<file path="src/rtl/bcd_event_counter.sv">
// Six-digit BCD event counter with start/stop/clear control and a synchronised event input.
// Define BCD_CNT_SATURATE_EN to hold the count at 999999 instead of wrapping to 000000.
module bcd_event_counter #(
    parameter int SYNC_STAGES = 2
) (
    input  logic            clk,
    input  logic            rst,
    input  logic            evt_in,
    input  logic            start,
    input  logic            stop,
    input  logic            clear,
    output logic [5:0][3:0] reg_cnt_cod,
    output logic            sw_led_ena,
    output logic            ovf
);

    typedef enum logic [1:0] {
        IDLE = 2'd0,
        RUN  = 2'd1,
        HOLD = 2'd2
    } state_t;

    state_t                 state;
    state_t                 state_nxt;
    logic [SYNC_STAGES-1:0] sync_q;
    logic                   sync_prev;
    logic                   evt_pulse;
    logic [5:0][3:0]        cnt;
    logic [5:0][3:0]        cnt_inc;
    logic                   carry;
    logic                   cnt_full;

    // Synchroniser, edge detect and a registered one-cycle event pulse.
    // NOTE: clocked state uses non-blocking (<=) so every flop samples pre-edge values.
    always_ff @(posedge clk) begin
        if (rst) begin
            sync_q    <= '0;
            sync_prev <= 1'b0;
            evt_pulse <= 1'b0;
        end else begin
            sync_q    <= {sync_q[SYNC_STAGES-2:0], evt_in};
            sync_prev <= sync_q[SYNC_STAGES-1];
            evt_pulse <= sync_q[SYNC_STAGES-1] & ~sync_prev;
        end
    end

    // Single-cycle decimal ripple: each digit at 9 rolls over and passes the carry up.
    // NOTE: every always_comb output gets a default first so no path can infer a latch.
    always_comb begin
        cnt_inc = cnt;
        carry   = 1'b1;
        for (int i = 0; i < 6; i++) begin
            if (carry) begin
                if (cnt[i] == 4'd9) begin
                    cnt_inc[i] = 4'd0;
                end else begin
                    cnt_inc[i] = cnt[i] + 4'd1;
                    carry      = 1'b0;
                end
            end
        end
    end

    assign cnt_full = (cnt == 24'h999999);

    // clear outranks start/stop and leaves the state where it is.
    always_comb begin
        state_nxt = state;
        if (!clear) begin
            case (state)
                IDLE:    if (start) state_nxt = RUN;
                RUN:     if (stop)  state_nxt = HOLD;
                HOLD:    if (start) state_nxt = RUN;
                default: state_nxt = IDLE;
            endcase
        end
    end

    always_ff @(posedge clk) begin
        if (rst) begin
            state       <= IDLE;
            cnt         <= '0;
            reg_cnt_cod <= '0;
            sw_led_ena  <= 1'b0;
            ovf         <= 1'b0;
        end else begin
            state      <= state_nxt;
            sw_led_ena <= (state != IDLE);
            if (clear) begin
                cnt         <= '0;
                ovf         <= 1'b0;
                reg_cnt_cod <= '0;
            end else begin
                // The live count is frozen outside RUN, so HOLD keeps showing the stop-cycle value.
                reg_cnt_cod <= (state == IDLE) ? '0 : cnt;
                if (state == RUN && evt_pulse) begin
                    if (cnt_full) ovf <= 1'b1;
`ifdef BCD_CNT_SATURATE_EN
                    if (!cnt_full) cnt <= cnt_inc;
`else
                    cnt <= cnt_inc;
`endif
                end
            end
        end
    end

endmodule

</file>
<file path="config.mk">
export PLATFORM = sky130hd
export DESIGN_NAME = bcd_event_counter
export DESIGN_NICKNAME = d
export VERILOG_FILES = /design/src/rtl/bcd_event_counter.sv
export SDC_FILE = /design/constraint.sdc
export NUM_CORES = 1
export LEC_CHECK = 0
export CORE_MARGIN = 5
export CORE_UTILIZATION = 53
export CTS_CLUSTER_SIZE = 25
export DETAILED_ROUTE_END_ITERATION = 7
export GPL_ROUTABILITY_DRIVEN = 0
export PLACE_DENSITY = 0.81
export SETUP_SLACK_MARGIN = 0.5
export SYNTH_ARGS = -nofsm -noshare
export SYNTH_HDL_FRONTEND = slang
export SYNTH_SLANG_ARGS = --single-unit
</file>
<file path="constraint.sdc">
create_clock -name clk -period 2.2 [get_ports clk]
set_input_delay 0.66 -clock clk [delete_from_list [all_inputs] [get_ports clk]]
set_output_delay 0.66 -clock clk [all_outputs]
set_load 0.005 [all_outputs]
</file>
==> out/qor.csv <==
stage,metric,value,unit
status,status,"complete, no violations",
sta,finClkSkew,0.004599,ns
sta,holdWs,0.3947,ns
finish,drive_gt1_frac,0.1951,
finish,area_growth,31.25,%
sta,slew-limit-headroom,0.6911,
sta,fin_crit_sh,0.8386,
sta,final_max_slew_viol_count,0,
global_routing,grt_pass1_wl,8231,um
drt,dr.pass1.iters,4,
clock_network,clk_pin_slew,0.09,ns
sta,fin_ws,0.3550,ns
synthesis,syn_inst,236,
drt,wl_per_cell,14.65,um
clock_network,cts_tree,done,
setup_path,crit_type,register to register,
sta,fmax,0.5420,GHz
setup_path,worst_setup_path_end_kind,register,
power_and_ir_drop,total_power,0.001705,W
placed_design,pre_cts_ws,0.1368,ns
hold_path,min_path_type,register to register,
global_routing,grt.total_usage,0.1933,
synthesis,yosysTopAreaCell,dfxtp_1,
synthesis,synth_edf_count,0,
synthesis,synth_top_area_share,0.5194,
clock_network,clock_sinks,56,
drt,drt_iter0_drc,151,
synthesis,ys_seq_area_frac,0.5194,
finish,nets,294,
setup_path,reg2regPathDepth,4,
synthesis,ys_seq_elements,56,
sta,tns,0,ns
sta,finalHoldViolations,0,
clock_network,cts_buffers,5,
setup_path,crit_fanout,8,
drt,wl,4936,um
power_and_ir_drop,p_sw,0.0003382,W
finish,diodes,0,
sta,min_period,1.845,ns
synthesis,syn_area,2158,um2
drt,ant_nets,0,
clock_network,h-tree-depth,2,
synthesis,yosys-top-cells-area,"dfxtp_1, and2_1, nor2b_1",
floorplanning,start_util,0.5435,
power_and_ir_drop,p_leak,1.167,nW
power_and_ir_drop,internal-power,0.001367,W
drt,met2_length,2377,um
global_routing,grt_pass1_vias,1793,
global_routing,grt_start_max_net_pins,16,
placed_design,io_buffers,31,
drt,vias,1922,
drt,avgViaCountPerCell,5.703,
setup_path,required,2.43,ns
run,maxCapViolations,0,
synthesis,synth-async-reset-ratio,0,
floorplanning,io_pins,32,
power_and_ir_drop,combPwrFrac,0.035,
clock_network,cts_hold_buf,0,
drt,top_layer,met4,
synthesis,synth.distinct_cells,40,
clock_network,clk_path_buf_depth,2,
floorplanning,rows,23,
floorplanning,dieHeight,73.82,um
drt,drc,0,
finish,post-route-util,0.7133,
floorplanning,die-area,5449,um2
setup_path,critPathLaunchType,register,
synthesis,syn_avg_cell_area,9.145,um2
floorplanning,fp.coreArea,3971,um2
placed_design,dpl.hpwl,3274,um
global_routing,antenna_found_initial,0,
sta,rsz0062_at_grt,true,
setup_path,cp.arrival,2.08,ns
power_and_ir_drop,clkPwrFrac,0.369,
floorplanning,die_w,73.82,um
sta,tightest_slew,0.4571,ns
drt,wl_met1,2228,um
drt,routed-wl-met3,235,um
synthesis,ys_warn_count,0,
hold_path,hold_depth,1,
finish,final_cell_mix,"dfxtp_1, dlygate4sd2_1, buf_4",
clock_network,cts-root-buf,clkbuf_8,
power_and_ir_drop,peakVddDrop,0.3847,mV
synthesis,synth_top_flop_cell,dfxtp_1,
sta,setup_violations,0,
clock_network,insertion_delay,0.30,ns
global_routing,grt_overflow,0,
power_and_ir_drop,p_sw_frac,0.1983,
power_and_ir_drop,power_density,601.9,nW/um2
synthesis,synth_nets,242,
power_and_ir_drop,p_seq_frac,0.596,
finish,final_common_cell,dfxtp_1,
==> sequential cells by signal, summed over array words and instances, names as in the netlist <==
register     flops
sync_q           2
state            2
sync_prev        1
ovf              1
evt_pulse        1
sw_led_ena       1
cnt             24
reg_cnt_cod     24
==> per-stage QoR <==
stage | area [um2] | instances
after floorplan | 2177 | 236
after global placement | 2601 | 320
after detailed placement | 2601 | 320
after CTS | 2774 | 335
after global routing | 2833 | 337
final | 2833 | 337
==> power groups by stage <==
stage               Combinational, W  Sequential, W  Clock, W
floorplan                  0.0000262        0.00104         0
global placement           0.0000559        0.00104         0
detailed placement         0.0000577        0.00105         0
CTS                        0.0000578        0.00102  0.000638
global route               0.0000653        0.00102  0.000682
finish                     0.0000598        0.00102  0.000629
==> per-layer routing <==
metal / up-vias / track usage
met2: 53 / 0.3120
met3: 10 / 0.04104
met5: - / 0
met4: 0 / 0.07243
met1: 927 / 0.2525
li1: 932 / -
==> timing repair <==
action / 4_1_cts / 5_1_grt
pin swaps: 6 / 6
endpoints found under the setup margin: 39 / 35
resized for setup: 38 / 14
buffers inserted: 9 / 2
==> worst max-delay path, stage by stage (launching register included) <==
cell and delay [ns]:
dfxtp_4 0.35, or3b_4 0.40, or3_4 0.42, or4_1 0.47, a21oi_1 0.14
==> area by class of cell <==
type / count / area [um2]
inverter: 6 / 22.52
multi-input combinational: 164 / 1047
timing repair buffer: 55 / 457.9
fill: 307 / 1139
clock buffer: 5 / 68.82
sequential: 56 / 1144
clock inverter: 1 / 30.03
tap: 50 / 62.56
==> final timing paths <==
kind,from,end,slack (ns)
setup reg to reg,cnt[10]$_SDFFE_PP0P_,cnt[14]$_SDFFE_PP0P_,0.36
hold reg to reg,sync_prev$_SDFF_PP0_,evt_pulse$_SDFF_PP0_,0.39
setup / recovery,cnt[10]$_SDFFE_PP0P_,cnt[14]$_SDFFE_PP0P_,0.36
hold / removal,sync_prev$_SDFF_PP0_,evt_pulse$_SDFF_PP0_,0.39
==> synthesized netlist by cell type (3+ instances only) <==
library cell and n:
or4_1 4, dfxtp_1 56, or3_1 6, xor2_1 3
a31oi_1 6, nor4_1 8, nor2b_1 14, clkbuf_1 9
nor2_1 18, a21oi_1 15, nor3b_1 5, nand3_1 4
and3_1 3, nand2_1 21, inv_1 6, o21ai_0 9
nor3_1 3, and2_1 18, o32ai_1 3
==> kinds of logic after synthesis <==
family                 after synthesis  share of synthesized area
XOR/XNOR                             4                    0.01623
AND/OR/NAND/NOR                    115                     0.3026
AO/OA/AOI/OAI                       44                     0.1287
flip-flops                          56                     0.5194
buffers and inverters               16                    0.02840
multiplexers                         1                   0.004638
No activity file was read; power rests on OpenSTA's default activity.
